[src/rtl/axis_pattern_src.sv]
// AXI4-Stream test-pattern master: framed counter/LFSR/walking-one/alternating
// traffic with runtime frame length, gap, frame count and start/stop control.
module axis_pattern_src #(
    parameter int DATA_W = 32,
    parameter int KEEP_W = DATA_W / 8,
    parameter int USER_W = 1,
    parameter int LEN_W  = 16,
    parameter int GAP_W  = 8
) (
    input  logic              aclk,
    input  logic              aresetn,
    input  logic [LEN_W-1:0]  cfg_frame_beats,
    input  logic [GAP_W-1:0]  cfg_gap,
    input  logic [15:0]       cfg_num_frames,
    input  logic [1:0]        cfg_mode,
    input  logic              start,
    input  logic              stop,
    output logic              m_axis_tvalid,
    input  logic              m_axis_tready,
    output logic [DATA_W-1:0] m_axis_tdata,
    output logic [KEEP_W-1:0] m_axis_tkeep,
    output logic              m_axis_tlast,
    output logic [USER_W-1:0] m_axis_tuser,
    output logic              busy,
    output logic              done,
    output logic [31:0]       frames_sent
);

    typedef enum logic [1:0] {
        S_IDLE,
        S_SEND,
        S_GAP,
        S_DONE
    } state_t;

    localparam logic [31:0] LFSR_TAPS = 32'h8020_0003;
    localparam int          REP       = (DATA_W + 31) / 32;

    state_t              r_state;
    logic                r_valid;
    logic [DATA_W-1:0]   r_data;
    logic                r_last;
    logic                r_user;
    logic                r_busy;
    logic                r_done;
    logic [31:0]         r_frames_sent;
    logic [31:0]         r_lfsr;
    logic [15:0]         r_fid;
    logic [15:0]         r_run;
    logic [LEN_W-1:0]    r_beat;
    logic [GAP_W-1:0]    r_gap_cnt;
    logic                r_stop;
    logic [LEN_W-1:0]    r_beats;
    logic [GAP_W-1:0]    r_gap;
    logic [15:0]         r_nframes;
    logic [1:0]          r_mode;

    logic                w_hs;
    logic [31:0]         w_lfsr_nx;
    logic [LEN_W-1:0]    w_last_idx;
    logic [LEN_W-1:0]    w_beat_nx;
    logic [15:0]         w_fid_nx;
    logic [15:0]         w_run_nx;
    logic                w_stop;
    logic                w_end;

    function automatic logic [DATA_W-1:0] pat(
        input logic [1:0]       m,
        input logic [LEN_W-1:0] b,
        input logic [15:0]      f,
        input logic [31:0]      l
    );
        logic [DATA_W-1:0] d;
        logic [31:0]       bw;
        bw = 32'(b);
        unique case (m)
            2'd0: d = DATA_W'({f, bw[15:0]});
            2'd1: d = DATA_W'({REP{l}});
            2'd2: d = DATA_W'(1) << (bw % 32'(DATA_W));
            default: d = {KEEP_W{bw[0] ? 8'h5A : 8'hA5}};
        endcase
        return d;
    endfunction

    assign w_hs       = r_valid & m_axis_tready;
    assign w_lfsr_nx  = {1'b0, r_lfsr[31:1]} ^ (r_lfsr[0] ? LFSR_TAPS : 32'h0);
    assign w_last_idx = (r_beats == '0) ? '0 : r_beats - 1'b1;
    assign w_beat_nx  = r_beat + 1'b1;
    assign w_fid_nx   = r_fid + 16'd1;
    assign w_run_nx   = r_run + 16'd1;
    assign w_stop     = r_stop | stop;
    assign w_end      = ((r_nframes != 16'd0) && (w_run_nx == r_nframes)) | w_stop;

    always_ff @(posedge aclk) begin
        if (!aresetn) begin
            r_state       <= S_IDLE;
            r_valid       <= 1'b0;
            r_data        <= '0;
            r_last        <= 1'b0;
            r_user        <= 1'b0;
            r_busy        <= 1'b0;
            r_done        <= 1'b0;
            r_frames_sent <= '0;
            r_lfsr        <= 32'h0000_0001;
            r_fid         <= '0;
            r_run         <= '0;
            r_beat        <= '0;
            r_gap_cnt     <= '0;
            r_stop        <= 1'b0;
            r_beats       <= '0;
            r_gap         <= '0;
            r_nframes     <= '0;
            r_mode        <= '0;
        end else begin
            unique case (r_state)
                S_IDLE: begin
                    r_done <= 1'b0;
                    r_stop <= 1'b0;
                    if (start) begin
                        r_beats   <= cfg_frame_beats;
                        r_gap     <= cfg_gap;
                        r_nframes <= cfg_num_frames;
                        r_mode    <= cfg_mode;
                        r_stop    <= stop;
                        r_beat    <= '0;
                        r_fid     <= '0;
                        r_run     <= '0;
                        r_valid   <= 1'b1;
                        r_data    <= pat(cfg_mode, '0, '0, r_lfsr);
                        r_user    <= 1'b1;
                        r_last    <= (cfg_frame_beats <= 1);
                        r_busy    <= 1'b1;
                        r_state   <= S_SEND;
                    end
                end
                S_SEND: begin
                    r_stop <= w_stop;
                    if (w_hs) begin
                        r_lfsr <= w_lfsr_nx;
                        if (!r_last) begin
                            r_beat <= w_beat_nx;
                            r_data <= pat(r_mode, w_beat_nx, r_fid, w_lfsr_nx);
                            r_user <= 1'b0;
                            r_last <= (w_beat_nx == w_last_idx);
                        end else begin
                            r_frames_sent <= r_frames_sent + 32'd1;
                            r_fid         <= w_fid_nx;
                            r_run         <= w_run_nx;
                            if (w_end) begin
                                r_valid <= 1'b0;
                                r_last  <= 1'b0;
                                r_user  <= 1'b0;
                                r_busy  <= 1'b0;
                                r_done  <= 1'b1;
                                r_state <= S_DONE;
                            end else if (r_gap == '0) begin
                                r_beat <= '0;
                                r_data <= pat(r_mode, '0, w_fid_nx, w_lfsr_nx);
                                r_user <= 1'b1;
                                r_last <= (w_last_idx == '0);
                            end else begin
                                r_valid   <= 1'b0;
                                r_last    <= 1'b0;
                                r_user    <= 1'b0;
                                r_gap_cnt <= r_gap;
                                r_state   <= S_GAP;
                            end
                        end
                    end
                end
                S_GAP: begin
                    r_stop <= w_stop;
                    if (r_gap_cnt <= 1) begin
                        if (w_stop) begin
                            r_busy  <= 1'b0;
                            r_done  <= 1'b1;
                            r_state <= S_DONE;
                        end else begin
                            r_valid <= 1'b1;
                            r_beat  <= '0;
                            r_data  <= pat(r_mode, '0, r_fid, r_lfsr);
                            r_user  <= 1'b1;
                            r_last  <= (w_last_idx == '0);
                            r_state <= S_SEND;
                        end
                    end else begin
                        r_gap_cnt <= r_gap_cnt - 1'b1;
                    end
                end
                S_DONE: begin
                    r_done  <= 1'b0;
                    r_stop  <= 1'b0;
                    r_state <= S_IDLE;
                end
                default: r_state <= S_IDLE;
            endcase
        end
    end

    assign m_axis_tvalid = r_valid;
    assign m_axis_tdata  = r_data;
    assign m_axis_tkeep  = '1;
    assign m_axis_tlast  = r_last;
    assign m_axis_tuser  = USER_W'(r_user);
    assign busy          = r_busy;
    assign done          = r_done;
    assign frames_sent   = r_frames_sent;

endmodule
[config.mk]
export PLATFORM = sky130hd
export DESIGN_NAME = axis_pattern_src
export DESIGN_NICKNAME = d
export VERILOG_FILES = /design/src/rtl/axis_pattern_src.sv
export SDC_FILE = /design/constraint.sdc
export NUM_CORES = 1
export LEC_CHECK = 0
export CORE_UTILIZATION = 51
export CTS_CLUSTER_SIZE = 8
export DETAILED_ROUTE_END_ITERATION = 10
export PLACE_DENSITY = 0.86
export SLEW_MARGIN = 20
export SYNTH_ARGS = -nofsm -noshare
export SYNTH_HDL_FRONTEND = slang
export SYNTH_SLANG_ARGS = --single-unit
export TNS_END_PERCENT = 20
[constraint.sdc]
create_clock -name aclk -period 3.05 [get_ports aclk]
set_input_delay 0.61 -clock aclk [delete_from_list [all_inputs] [get_ports aclk]]
set_output_delay 0.61 -clock aclk [all_outputs]
set_load 0.005 [all_outputs]
# Yosys cells after proc, flatten, opt, wreduce, memory -nomap -nowiden
# Cells that the tools add are included.
dict set report word_totals {
  out_inout_bits 73
  register_bits 202
  elab_cells 155
  in_bits 47
}
dict set report op_classes {
  bitwise_logic 4
  reduce_logical 24
  muxes 78
  n_addsub 6
  eq_ne 22
  magnitude_cmp 2
  shift 1
}
# operator count
set ops {}
lappend ops {{case mux 32 bit (3 select lines)} 5}
lappend ops {{2-to-1 mux 32 bit} 8}
lappend ops {{2-to-1 mux 16 bit} 12}
lappend ops {{case mux 16 bit (2 select lines)} 2}
lappend ops {{adder 16 x 1 -> 16 bit, second input constant} 3}
lappend ops {{2-to-1 mux 8 bit} 6}
lappend ops {{case mux 16 bit (3 select lines)} 1}
lappend ops {{adder 32 x 1 -> 32 bit, second input constant} 1}
lappend ops {{equality test 16 bit} 2}
lappend ops {{zero test 16 bit} 2}
lappend ops {{<< shifter 1 x 5 -> 32 bit, first input constant} 1}
lappend ops {{XOR 31 x 32 -> 32 bit} 1}
lappend ops {{2-to-1 mux 1 bit} 29}
lappend ops {{AND reduction 7 bit} 3}
lappend ops {{!= test 2 bit, second input constant} 10}
lappend ops {{case mux 1 bit (3 select lines)} 6}
lappend ops {{<= comparator 16 x 1 -> 1 bit, second input constant} 1}
lappend ops {{case mux 8 bit (2 select lines)} 1}
lappend ops {{nonzero test 16 bit} 1}
lappend ops {{subtractor 16 x 1 -> 16 bit, second input constant} 1}
lappend ops {{AND reduction 5 bit} 3}
lappend ops {{2-to-1 mux 2 bit} 7}
lappend ops {{!= test 3 bit, second input constant} 3}
lappend ops {{equality test 2 bit, second input constant} 4}
lappend ops {{other kinds (16)} 24}

# Logic depth before layout (Yosys ltp)
# Gate-level depths: netlist of the first run.
dict set report logic_depth {
  ltp_word 8
  mapped_depth 12
  depth_no_buf 10
}

# Least setup slack after synthesis of the first run
# No wires, ideal clock.
dict set report synth_timing {
  path_kind {register to register}
  start {reg r_run[0]}
  end {reg r_data[3] (netlist: m_axis_tdata[3])}
  path_buffers 3
  setup_ns 0.116
  setup_slack_ns 0.211
  t_arrival_ns 2.723
  synth_period_minus_slack_ns 2.839
  stages_incl_launch_ff 12
  t_required_ns 2.934
  path_cell_list {dfxtp_1 > ha_1 > clkbuf_1 > xnor2_1 > xnor2_1 > or4_1 > nor4_2 > a21oi_2 > buf_6 > o21a_1 > buf_6 > o211a_1}
}
dict set report synth_between {
  elab_chain_len 6
}
# item line_no
set synth_lines {}
lappend synth_lines {{start: declaration} 49} ;# logic [15:0] r_run;
lappend synth_lines {{start signal: assignment} 148} ;# r_run <= w_run_nx;
lappend synth_lines {{adder 16 x 1 -> 16 bit} 90} ;# assign w_run_nx = r_run + 16'd1;
lappend synth_lines {{equality test 16 bit} 92} ;# assign w_end = ((r_nframes != 16'd0) && (w_run_nx == r_nframes)) | w_stop;
lappend synth_lines {{logical AND 1 bit} 92}
lappend synth_lines {{bitwise OR 1 bit} 92}
lappend synth_lines {{!= test 3 bit (no line)} n/a}
lappend synth_lines {{AND reduction 7 bit (no line)} n/a}
lappend synth_lines {{end signal: assignment} 129} ;# r_data <= pat(cfg_mode, '0, '0, r_lfsr);
lappend synth_lines {{end signal: assignment} 142} ;# r_data <= pat(r_mode, w_beat_nx, r_fid, w_lfsr_nx);
lappend synth_lines {{end signal: assignment} 158} ;# r_data <= pat(r_mode, '0, w_fid_nx, w_lfsr_nx);
lappend synth_lines {{end: declaration} 41} ;# logic [DATA_W-1:0] r_data;
# Every way passes these cells.
# A chain may end at the register's enable or synchronous reset.

# Final worst setup path of the first run
dict set report layout_timing {
  start {reg r_run[4]}
  end {reg r_data[12] (netlist: m_axis_tdata[12])}
}
# The elaborated chain is that of the path after synthesis.

==> results.yml, run 1 <==
outcome:
  outcome: "finished clean"
detailed_routing:
  wl_per_cell_um: 18.30
  vias: 12860
  ant_nets: 0
  vias_per_cell: 6.231
  drt_iter0_markers: 1216
  drc: 0
  first_pass_iters: 8
  routed_wl_mm: 37.77
job:
  maxCapViolations: 0
cells_and_area:
  syn2layout_area_growth_pct: 19.96
  seqCellArea_mm2: 0.004048
  nFillCells: 2092
  multi_input_area_mm2: 0.007640
  drive_gt1_frac: 0.09576
  fin_area_mm2: 0.01473
  fin_nets: 1804
timing:
  setup-violations-final: 0
  fin_skew_ps: 12.89
  final.period_utilization: 0.9386
  relSlewSlack: 0.3654
  hold_violations: 0
  slew_violations: 0
  min_period_ps: 2863
  max_freq_ghz: 0.3493
  setup_ws_ps: 187.4
  tightest_slew_ps: 948.4
synthesis:
  synth_top_area_share: 0.3294
  synth_edf_count: 0
  syn_area_mm2: 0.01228
  synth_compound_area_frac: 0.2253
  synthTopCellsByCount: "nand2_1 (313), dfxtp_1 (202), a21oi_1 (156), nor2_1 (132), o21ai_0 (101)"
  syn_area_per_cell_um2: 7.519
  synth.most_common_cell: "nand2_1"
  synth_cell_type_count: 92
  synthCells: 1633
  yosysTopAreaCell: "dfxtp_1"
  ys_seq_elements: 202
  synth-simple-area-share: 0.2654
  ys_top_cells_by_area: "dfxtp_1 (33%), nand2_1 (9.6%), a21oi_1 (6.4%), o21ai_0 (4.1%), nor2_1 (4.0%)"
  synth_top_family_by_area: "simple AND/OR/NAND/NOR gates"
  synth_top_flop_cell: "dfxtp_1"
  ys_warn_count: 0
  ys_seq_area_frac: 0.3294
  synthXorXnorAreaFrac: 0.06970
  synth_fa_ha_area_frac: 0.01529
  muxShareOfSynthArea: 0.04219
  async_reset_ff_frac: 0
global_route:
  gr-total-overflow: 0
  grt.met1_usage: 0.3857
  use_met3: 0.05920
  busiest_layer: "met2"
  grt_pass1_vias: 12083
  grt_pass1_wl_mm: 60.91
  antenna_found_initial: 2
  track_usage: 0.3036
  gr-usage-met2: 0.4916
  grt_start_max_net_pins: 76
clocking:
  cts.clk_slew.worst_paths_ps: 50
  numCtsBuffers: 29
  root_buffer: "clkbuf_16"
  clock_latency_ps: 540
  h-tree-depth: 1
  cts_resized: 0
  clock_path_buffers: 3
  cts_tree: "yes"
  hold_buffers: 0
  cts_setup_buffers: 0
  cts.sinks: 202
worst_setup_path:
  crit_fanout: 27
  crit_arrival_ps: 3310
  reg2reg_depth: 9
  start_kind: "register"
  required_ps: 3500
  critPathLaunch: "r_run[4]$_SDFFE_PN0P_"
  critPathKind: "reg2reg"
  end_kind: "register"
  worstReg2RegStart: "r_run[4]$_SDFFE_PN0P_"
placement:
  dp_slack_ps: -85.75
  routabilityCongestion: 1.004
  placed_cell_area_mm2: 0.01394
  dp_hpwl_mm: 26.51
  io_buffers: 115
floorplanning:
  boundaryPins: 120
  start_util: 0.5215
  placeableCoreArea_mm2: 0.02354
  dieArea_mm2: 0.02470
  die_y_um: 157.2
  rows: 56
  die_w_um: 157.2
min_path:
  hp-start: "m_axis_tdata[27]$_SDFFE_PN0P_"
  min_path_type: "reg2reg"
  worstHoldPathCells: 2
power:
  leakage_nw: 5.223
  ir_worst_vdd_v: 0.0003697
  powerDensity_mw_per_mm2: 666.4
==> cells in the final DEF (no fill, tap or decap), types with 13 or more instances in the layout <==
master	instances
buf_4	78
a31oi_1	13
xnor2_1	56
and2_1	17
nand3_1	50
a21oi_1	156
o211ai_1	13
and3_1	18
nor2_1	132
nand4_1	26
nor4_1	23
xor2_1	38
nor3_1	24
ha_1	13
clkbuf_16	29
o21ai_0	101
dfxtp_1	199
or3_1	28
a22oi_1	26
clkdlybuf4s50_1	114
mux2i_1	48
o221ai_1	14
nand2_1	313
inv_1	28
==> cell type report <==
| class | count | share of cell area |
|---|---|---|
| multi-input combinational | 1285 | 0.5187 |
| sequential | 202 | 0.2748 |
| timing repair buffer | 195 | 0.1203 |
| clock buffer | 31 | 0.05046 |
| tap | 319 | 0.02710 |
| inverter | 29 | 0.007560 |
| clock inverter | 2 | 0.0009344 |
| antenna | 1 | 0.0001699 |
==> sequential cells by signal, indices dropped and copies added, names as in the netlist, 8 cells and up <==
register,cells
m_axis_tdata,32
r_run,16
r_lfsr,32
r_fid,16
r_nframes,16
r_beat,16
r_gap_cnt,8
frames_sent,32
r_beats,16
r_gap,8
==> metal layers <==
metal,part of all wire,vias to the layer above
met2,0.45,696
met5,0.00034,-
li1,-,6023
met4,0.046,2
met3,0.091,159
met1,0.41,5980
==> critical path, stage by stage, from the launching register on <==
cell and delay [ps]:
dfxtp_1 450, nand4_4 250, nor4_4 420, xnor2_1 190
o2bb2ai_2 130, nor4_4 370, a21oi_2 210, o21ai_4 250
buf_12 250, mux2i_1 240
==> final timing paths <==
| check | endpoint | slack (ps) |
|---|---|---|
| min | m_axis_tdata[27]$_SDFFE_PN0P_ | 460 |
| max reg2reg | m_axis_tdata[12]$_SDFFE_PN0P_ | 190 |
| max | m_axis_tdata[12]$_SDFFE_PN0P_ | 190 |
| min reg2reg | m_axis_tdata[27]$_SDFFE_PN0P_ | 460 |
==> power breakdown <==
group / switching [mW] / internal, mW / total (mW) / leakage, nW
Sequential: 0.270 / 2.91 / 3.18 / 1.64
Clock: 1.12 / 1.68 / 2.81 / 0.374
Combinational: 2.23 / 1.60 / 3.83 / 3.21
Total: 3.62 / 6.19 / 9.82 / 5.22
==> logic make-up (layout without fill, tap and decap cells) <==
family	count (synthesis)	after routing
XOR/XNOR	96	96
adder cells (fa/ha/maj)	15	15
flip-flops	202	202
buffers and inverters	149	257
other	1	5
AO/OA/AOI/OAI	435	435
AND/OR/NAND/NOR	685	685
multiplexers	50	50
==> metrics by stage <==
stage            util  power (mW)  hold WS (ps)  std cells  TNS (ps)
2_1_floorplan       -       5.664         443.2       1636         0
3_3_place_gp   0.5920       6.838         444.6       2030    -50.38
3_5_place_dp   0.5920       6.936         454.1       2030    -100.4
4_1_cts        0.6242       9.752         460.6       2063         0
5_1_grt        0.6256       10.28         486.0       2064    -33.27
6_report       0.6256       9.816         461.5       2064         0
Power figures use the tool's default switching activity.
==> inputs of run 2 (changes only) <==
--- a/config.mk
+++ b/config.mk
@@ -5,6 +5,7 @@
 export SDC_FILE = /design/constraint.sdc
 export NUM_CORES = 1
 export LEC_CHECK = 0
+export ABC_CLOCK_PERIOD_IN_PS = 3050
 export CORE_UTILIZATION = 51
 export CTS_CLUSTER_SIZE = 8
 export DETAILED_ROUTE_END_ITERATION = 10
==> results of run 2 <==
Same layout as run 1: the final DEF is identical, and so are final timing and power.
